$ cat config.mk
export PLATFORM = sky130hd
export DESIGN_NAME = num_to_char_streamer
export DESIGN_NICKNAME = d
export VERILOG_FILES = /design/src/rtl/num_to_char_streamer.sv
export SDC_FILE = /design/constraint.sdc
export NUM_CORES = 1
export LEC_CHECK = 0
export CORE_MARGIN = 3
export CORE_UTILIZATION = 32
export CTS_CLUSTER_SIZE = 14
export DETAILED_ROUTE_END_ITERATION = 12
export PLACE_DENSITY_LB_ADDON = 0.3
export SLEW_MARGIN = 10
export SYNTH_ARGS = -nofsm -noshare
export SYNTH_HDL_FRONTEND = slang
export SYNTH_SLANG_ARGS = --single-unit
$ cat constraint.sdc
create_clock -name clk -period 4.3 [get_ports clk]
set_clock_uncertainty 0.15 [all_clocks]
set_input_delay 0.86 -clock clk [delete_from_list [all_inputs] [get_ports clk]]
set_output_delay 0.86 -clock clk [all_outputs]
set_load 0.005 [all_outputs]
$ cat src/rtl/num_to_char_streamer.sv
// Multi-digit packed number to ASCII character streamer.
// Sends DIGITS characters, most significant nibble first, over a valid/ready
// handshake, with optional leading-zero blanking and hex letter decode.
module num_to_char_streamer #(
    parameter int unsigned DIGITS = 6,
    localparam int unsigned IDX_W = $clog2(DIGITS)
) (
    input  logic                  clk,
    input  logic                  rst,
    input  logic                  start,
    input  logic [4*DIGITS-1:0]   value,
    input  logic                  lz_blank,
    input  logic                  hex_en,
    output logic                  busy,
    output logic                  char_valid,
    input  logic                  char_ready,
    output logic [7:0]            char_data,
    output logic [IDX_W-1:0]      char_index,
    output logic                  char_last,
    output logic                  done
);

    typedef enum logic [1:0] {
        StIdle,
        StSend,
        StDone
    } state_e;

    state_e              state_q;
    logic [4*DIGITS-1:0] shreg_q;
    logic [IDX_W-1:0]    idx_q;
    logic                blank_q;
    logic                hex_q;
    logic                busy_q;
    logic                valid_q;
    logic                done_q;

    logic [3:0]          nib;
    logic                is_last;

    assign nib     = shreg_q[4*DIGITS-1 -: 4];
    assign is_last = (idx_q == IDX_W'(DIGITS - 1));

    // Transfer sequencing: capture, shift on each handshake, one-cycle done.
    always_ff @(posedge clk or negedge rst) begin
        if (!rst) begin
            state_q <= StIdle;
            shreg_q <= '0;
            idx_q   <= '0;
            blank_q <= 1'b0;
            hex_q   <= 1'b0;
            busy_q  <= 1'b0;
            valid_q <= 1'b0;
            done_q  <= 1'b0;
        end else begin
            done_q <= 1'b0;
            unique case (state_q)
                StIdle: begin
                    if (start) begin
                        shreg_q <= value;
                        hex_q   <= hex_en;
                        blank_q <= lz_blank;
                        idx_q   <= '0;
                        busy_q  <= 1'b1;
                        valid_q <= 1'b1;
                        state_q <= StSend;
                    end
                end
                StSend: begin
                    if (char_ready) begin
                        shreg_q <= {shreg_q[4*DIGITS-5:0], 4'h0};
                        // Any non-zero nibble, BCD or not, ends blanking.
                        if (nib != 4'h0) begin
                            blank_q <= 1'b0;
                        end
                        if (is_last) begin
                            // Park the index at 0 so it reads 0 while idle.
                            idx_q   <= '0;
                            valid_q <= 1'b0;
                            done_q  <= 1'b1;
                            state_q <= StDone;
                        end else begin
                            idx_q <= idx_q + IDX_W'(1);
                        end
                    end
                end
                StDone: begin
                    busy_q  <= 1'b0;
                    state_q <= StIdle;
                end
                default: begin
                    busy_q  <= 1'b0;
                    valid_q <= 1'b0;
                    state_q <= StIdle;
                end
            endcase
        end
    end

    // ASCII decode of the registered top nibble; zero whenever nothing is offered.
    always_comb begin
        char_data = 8'h00;
        if (valid_q) begin
            if (nib <= 4'd9) begin
                // The final digit is never blanked so an all-zero value shows "0".
                if (blank_q && (nib == 4'h0) && !is_last) begin
                    char_data = 8'h20;
                end else begin
                    char_data = {4'h3, nib};
                end
            end else if (hex_q) begin
                char_data = 8'h37 + {4'h0, nib};
            end else begin
                char_data = 8'h20;
            end
        end
    end

    assign busy       = busy_q;
    assign char_valid = valid_q;
    assign char_index = idx_q;
    assign char_last  = valid_q & is_last;
    assign done       = done_q;

endmodule
[After elaboration in Yosys (flattened, before gate mapping)]
Index checks and enable logic that the tools add are counted.
Storage, ports and cells
  latch bits: 0
  output and inout port bits: 15
  bits in read-only memories: 0
  bits in writable memories: 0
  memories: 0
  logic and storage cells: 61
  input bits: 30
  register bits after elaboration: 34
Operators by class
  mux-type cells: 27
  equality and inequality tests: 7
  shifts and indexed selects: 0
  reduce and logical (&&, ||, !) cells: 13
  add/subtract/negate cells: 2
  div/mod/pow operators: 0
  magnitude comparators: 1
  multiply operators: 0
  bitwise logic cells: 3
Operator list (count)
  $mux 24: 2
  $pmux 24 s2: 1
  $mux 8: 2
  $mux 1: 9
  $mux 3: 3
  $ne 2x2->1 const B: 4
  $reduce_and 4->1: 2
  $add 6x4->7 const A: 1
  $mux 7: 1
  $mux 2: 3
  $pmux 3 s2: 1
  $reduce_and 3->1: 2
  $mux 5: 1
  $le 4x4->1 const B: 1
  $logic_not 4->1: 1
  $pmux 1 s2: 2
  $pmux 2 s2: 1
  $reduce_and 2->1: 2
  $reduce_bool 4->1: 1
  $add 3x1->3 const B: 1
  $eq 3x3->1 const B: 1
  $pmux 1 s3: 1
  $eq 2x1->1 const B: 1
  $eq 2x2->1 const B: 1
  6 further kinds: 8

[Depth between registers and ports, before layout]
  depth in word-level cells: 6
  depth in mapped cells: 6
  gate-level depth less buffers: 5

[Least setup slack after synthesis]
OpenSTA, ideal clock, no wires.
  path kind: flip-flop to output port
  from: reg shreg_q[20]
  to: out char_data[3]
  buffers on the path: 0
  data arrival time: 1.343 ns
  setup slack: 1.947 ns
  required time: 3.290 ns
  stages on the path, launching flop included: 6
  cells stage by stage: dfrtp_1 > inv_1 > ha_1 > nor4bb_1 > a221o_1 > a21boi_0
Between the ends
  word-level cells in the longest chain between the ends: 6
  elaborated cells between the ends (all ways): 9
  classes of those cells: 1 x add/sub; 1 x order compare; 4 x mux; 3 x reduce/logical
RTL lines
  start, declared: RTL line 30  | logic [4*DIGITS-1:0] shreg_q;
  start signal, assigned: RTL line 60  | shreg_q <= value;
  start signal, assigned: RTL line 71  | shreg_q <= {shreg_q[4*DIGITS-5:0], 4'h0};
  parallel branches: the longest is 4 deep, another holds $add 6x4->7
  $mux 8 (*): RTL line 104  | if (nib <= 4'd9) begin
  $mux 8 (*): RTL line 103  | if (valid_q) begin
  end, declared: RTL line 17  | output logic [7:0] char_data,
Every way passes the cells marked *.

[Worst setup path in the final report]
Same ends and word-level chain as after synthesis.

==> run_results.csv <==
group,metric,value,unit
detailed_routing,vias,1351,
synth,synth.yosys.warnings,0,
setup_path,timing.critical_path.required,3.29,ns
die,dieWidth,80.0,µm
final_layout,layout.core_utilization,0.441,
job,max-cap-violations,0,
clock_tree,worst_setup_hold_path_clk_slew,0.07,ns
clock_tree,insertion_delay,0.28,ns
power,netSwitchingPower,0.000456,W
clock_tree,cts_repair_resize_count,0,
sta,grt_setup_unrepaired,"false",
setup_path,worst-endpoint-arrival,2.24,ns
synth,ys_async_sr_fraction,1.00,
setup_path,end_kind,"primary output",
final_layout,area.growth.synth_to_final,31.2,%
synth,post-synth-top-area-fraction,0.486,
synth,ys_seq_elements,34,
setup_path,critical_path.max_fanout,4,
power,powerDensity,572,nW/µm²
setup_path,timing.setup.critical_path_class,"reg -> out",
clock_tree,clock_tree.htree_level_count,2,
power,report.power.total,0.00131,W
final_layout,nNetsFinal,241,
power,ir_drop,0.246,mV
sta,maxSlewHeadroom,0.371,
die,die-area,6390,µm²
synth,synth_cells,168,
worst_hold_path,timing.hold.worst.class,"reg -> reg",
die,num_io_pins,45,
clock_tree,clock-sinks,34,
synth,synthesis.nets,201,
detailed_routing,route.antenna.remaining_nets,0,
sta,maxSlewViolCount,0,
power,combPwrFrac,0.420,
synth,seq_area_frac_synth,0.486,
clock_tree,cts_hold_buffers,0,
placed_design,gp_congestion,0.720,
detailed_routing,drc,0,
clock_tree,clockRootBuffer,"sky130_fd_sc_hd__clkbuf_8",
final_layout,share_of_post_route_cells_with_drive_strength_above_1,0.0670,
die,coreArea,5200,µm²
die,die-height,80.0,µm
clock_tree,number_of_setup_buffers_added_after_cts,0,
final_layout,post-route-cell-area,2300,µm²
die,initial_utilization,0.336,
power,power.share.switching,0.347,
global_route,wire_length_of_the_first_global_routing_pass,6540,µm
sta,setup_viol,0,
detailed_routing,vias_per_cell,4.84,
placed_design,dpl.hpwl,2590,µm
power,power.share.clock,0.181,
global_route,grt_usage,0.130,
clock_tree,cts_made_buffers,5,
sta,fin_crit_sh,0.757,
synth,count_of_cell_types_in_the_netlist,41,
detailed_routing,wire_per_inst,13.6,µm
detailed_routing,number_of_violations_reported_at_the_end_of_detailed_routing_iteration_0,70,
power,seq_power_share,0.399,
global_route,antenna_found_initial,0,
synth,post_synth.cell_area_avg,10.4,µm²
global_route,maximum_number_of_pins_on_one_net_before_global_route_repair,35,
setup_path,startpoint_type,"register",
sta,finalHoldViolations,0,
placed_design,port_buffers,43,
synth,synth-edff-count,0,
synth,ys_dominant_reg_cell,"sky130_fd_sc_hd__dfrtp_1",
synth,synth_top_area_cell,"sky130_fd_sc_hd__dfrtp_1",
final_layout,antenna_diodes,0,
detailed_routing,wl,3800,µm
power,leakage,1.08,nW
detailed_routing,drtPass1Iterations,4,
sta,finalWorstPathRequiredPeriod,3.25,ns
global_route,grt.overflow.total,0,
clock_tree,tritoncts,"yes",
synth,synthTopCellsByArea,"sky130_fd_sc_hd__dfrtp_1 (49%), sky130_fd_sc_hd__mux2i_1 (11%), sky130_fd_sc_hd__o21ai_0 (6.9%)",
synth,synth_area,1750,µm²
sta,max_clock_freq,307,MHz
outcome,status,"complete, no violations",
global_route,first_global_vias,1389,
sta,worstMarginPinSlew,0.943,ns
placed_design,placed_area,2210,µm²
sta,tns,0,ns
clock_tree,cts.path.max_buffers,2,
power,internal_power,0.000857,W
die,rows,26,
==> cells in the mapped netlist, drive strengths merged (2+ instances only) <==
cell / instances
inv: 9
and2: 2
a21oi: 2
nor3: 2
nand3: 3
mux2i: 21
a41o: 2
a22o: 4
buf: 7
nor3b: 2
a311oi: 2
clkbuf: 6
ha: 3
o21ai: 44
nor2: 3
nand2: 3
a21o: 2
dfrtp: 34
==> power groups by stage <==
stage / Sequential, W / Combinational, W / Clock [W]
6_report: 0.000524 / 0.000552 / 0.000238
3_5_place_dp: 0.000530 / 0.000560 / 0
3_3_place_gp: 0.000528 / 0.000550 / 0
5_1_grt: 0.000544 / 0.000624 / 0.000262
4_1_cts: 0.000524 / 0.000563 / 0.000249
2_1_floorplan: 0.000494 / 0.000405 / 0
==> cell usage in the layout, fill, tap and decap left out, types with 2 or more instances in the layout <==
master and instances:
sky130_fd_sc_hd__a311oi_1 2, sky130_fd_sc_hd__o21ai_0 24, sky130_fd_sc_hd__inv_1 9, sky130_fd_sc_hd__nand2_1 3, sky130_fd_sc_hd__clkbuf_8 6, sky130_fd_sc_hd__a21oi_1 2
sky130_fd_sc_hd__nand3_1 3, sky130_fd_sc_hd__o21ai_1 20, sky130_fd_sc_hd__and2_1 2, sky130_fd_sc_hd__dfrtp_1 34, sky130_fd_sc_hd__a41o_1 2, sky130_fd_sc_hd__nor2_1 3
sky130_fd_sc_hd__ha_1 3, sky130_fd_sc_hd__a22o_1 4, sky130_fd_sc_hd__buf_4 3, sky130_fd_sc_hd__mux2i_1 20, sky130_fd_sc_hd__clkdlybuf4s50_1 43, sky130_fd_sc_hd__nor3_1 2
sky130_fd_sc_hd__a21o_1 2
==> sequential cells by signal, indices dropped and copies added (netlist names) <==
signal / flops
state_q: 2
busy: 1
shreg_q: 24
done: 1
char_index: 3
char_valid: 1
blank_q: 1
hex_q: 1
==> cells by family after synthesis <==
| kind of cell | after synthesis | synth area share |
|---|---|---|
| AOI/OAI and AO/OA | 63 | 0.213 |
| adders and majority gates | 3 | 0.0214 |
| buffers and inverters | 22 | 0.0693 |
| DFF | 34 | 0.486 |
| muxes | 22 | 0.129 |
| other | 1 | 0.00214 |
| and+or+nand+nor | 23 | 0.0794 |
==> layer usage <==
layer | track usage | share of wire
met1 | 0.180 | 0.49
met2 | 0.195 | 0.45
met3 | 0.0429 | 0.048
met4 | 0.0304 | 0.0090
met5 | 0 | 0
==> worst max-delay path, cell delays in order, from the launching register on <==
cell and delay [ns]:
sky130_fd_sc_hd__dfrtp_1 0.40, sky130_fd_sc_hd__inv_1 0.10, sky130_fd_sc_hd__ha_1 0.22, sky130_fd_sc_hd__nor4bb_1 0.14, sky130_fd_sc_hd__a221o_1 0.40, sky130_fd_sc_hd__a21boi_0 0.18, sky130_fd_sc_hd__clkdlybuf4s50_1 0.52
==> stage by stage <==
step	cells	worst slack [ns]	hold slack (ns)
4_1_cts	279	1.01	0.349
3_3_place_gp	271	1.35	0.313
6_report	279	1.05	0.344
2_1_floorplan	168	1.95	0.323
5_1_grt	279	0.879	0.365
3_5_place_dp	271	1.33	0.319
==> worst paths after layout <==
check	startpoint	endpoint	slack [ns]	cells past startpoint
max	shreg_q[20]	char_data[3]	1.05	6
min	busy	busy	0.34	1
max reg2reg	state_q[1]	shreg_q[2]	2.10	2
min reg2reg	busy	busy	0.34	1
max in group asynchronous	rst	shreg_q[9]	2.85	2
min in group asynchronous	rst	char_index[1]	0.83	2
==> layout make-up <==
type	count	area, µm²
Clock buffer	7	86.3
Clock inverter	1	5.00
Fill cell	521	2910
Inverter	9	33.8
Multi-Input combinational cell	112	781
Sequential cell	34	851
Tap cell	70	87.6
Timing Repair Buffer	46	453
(Power assumes the default switching activity.)
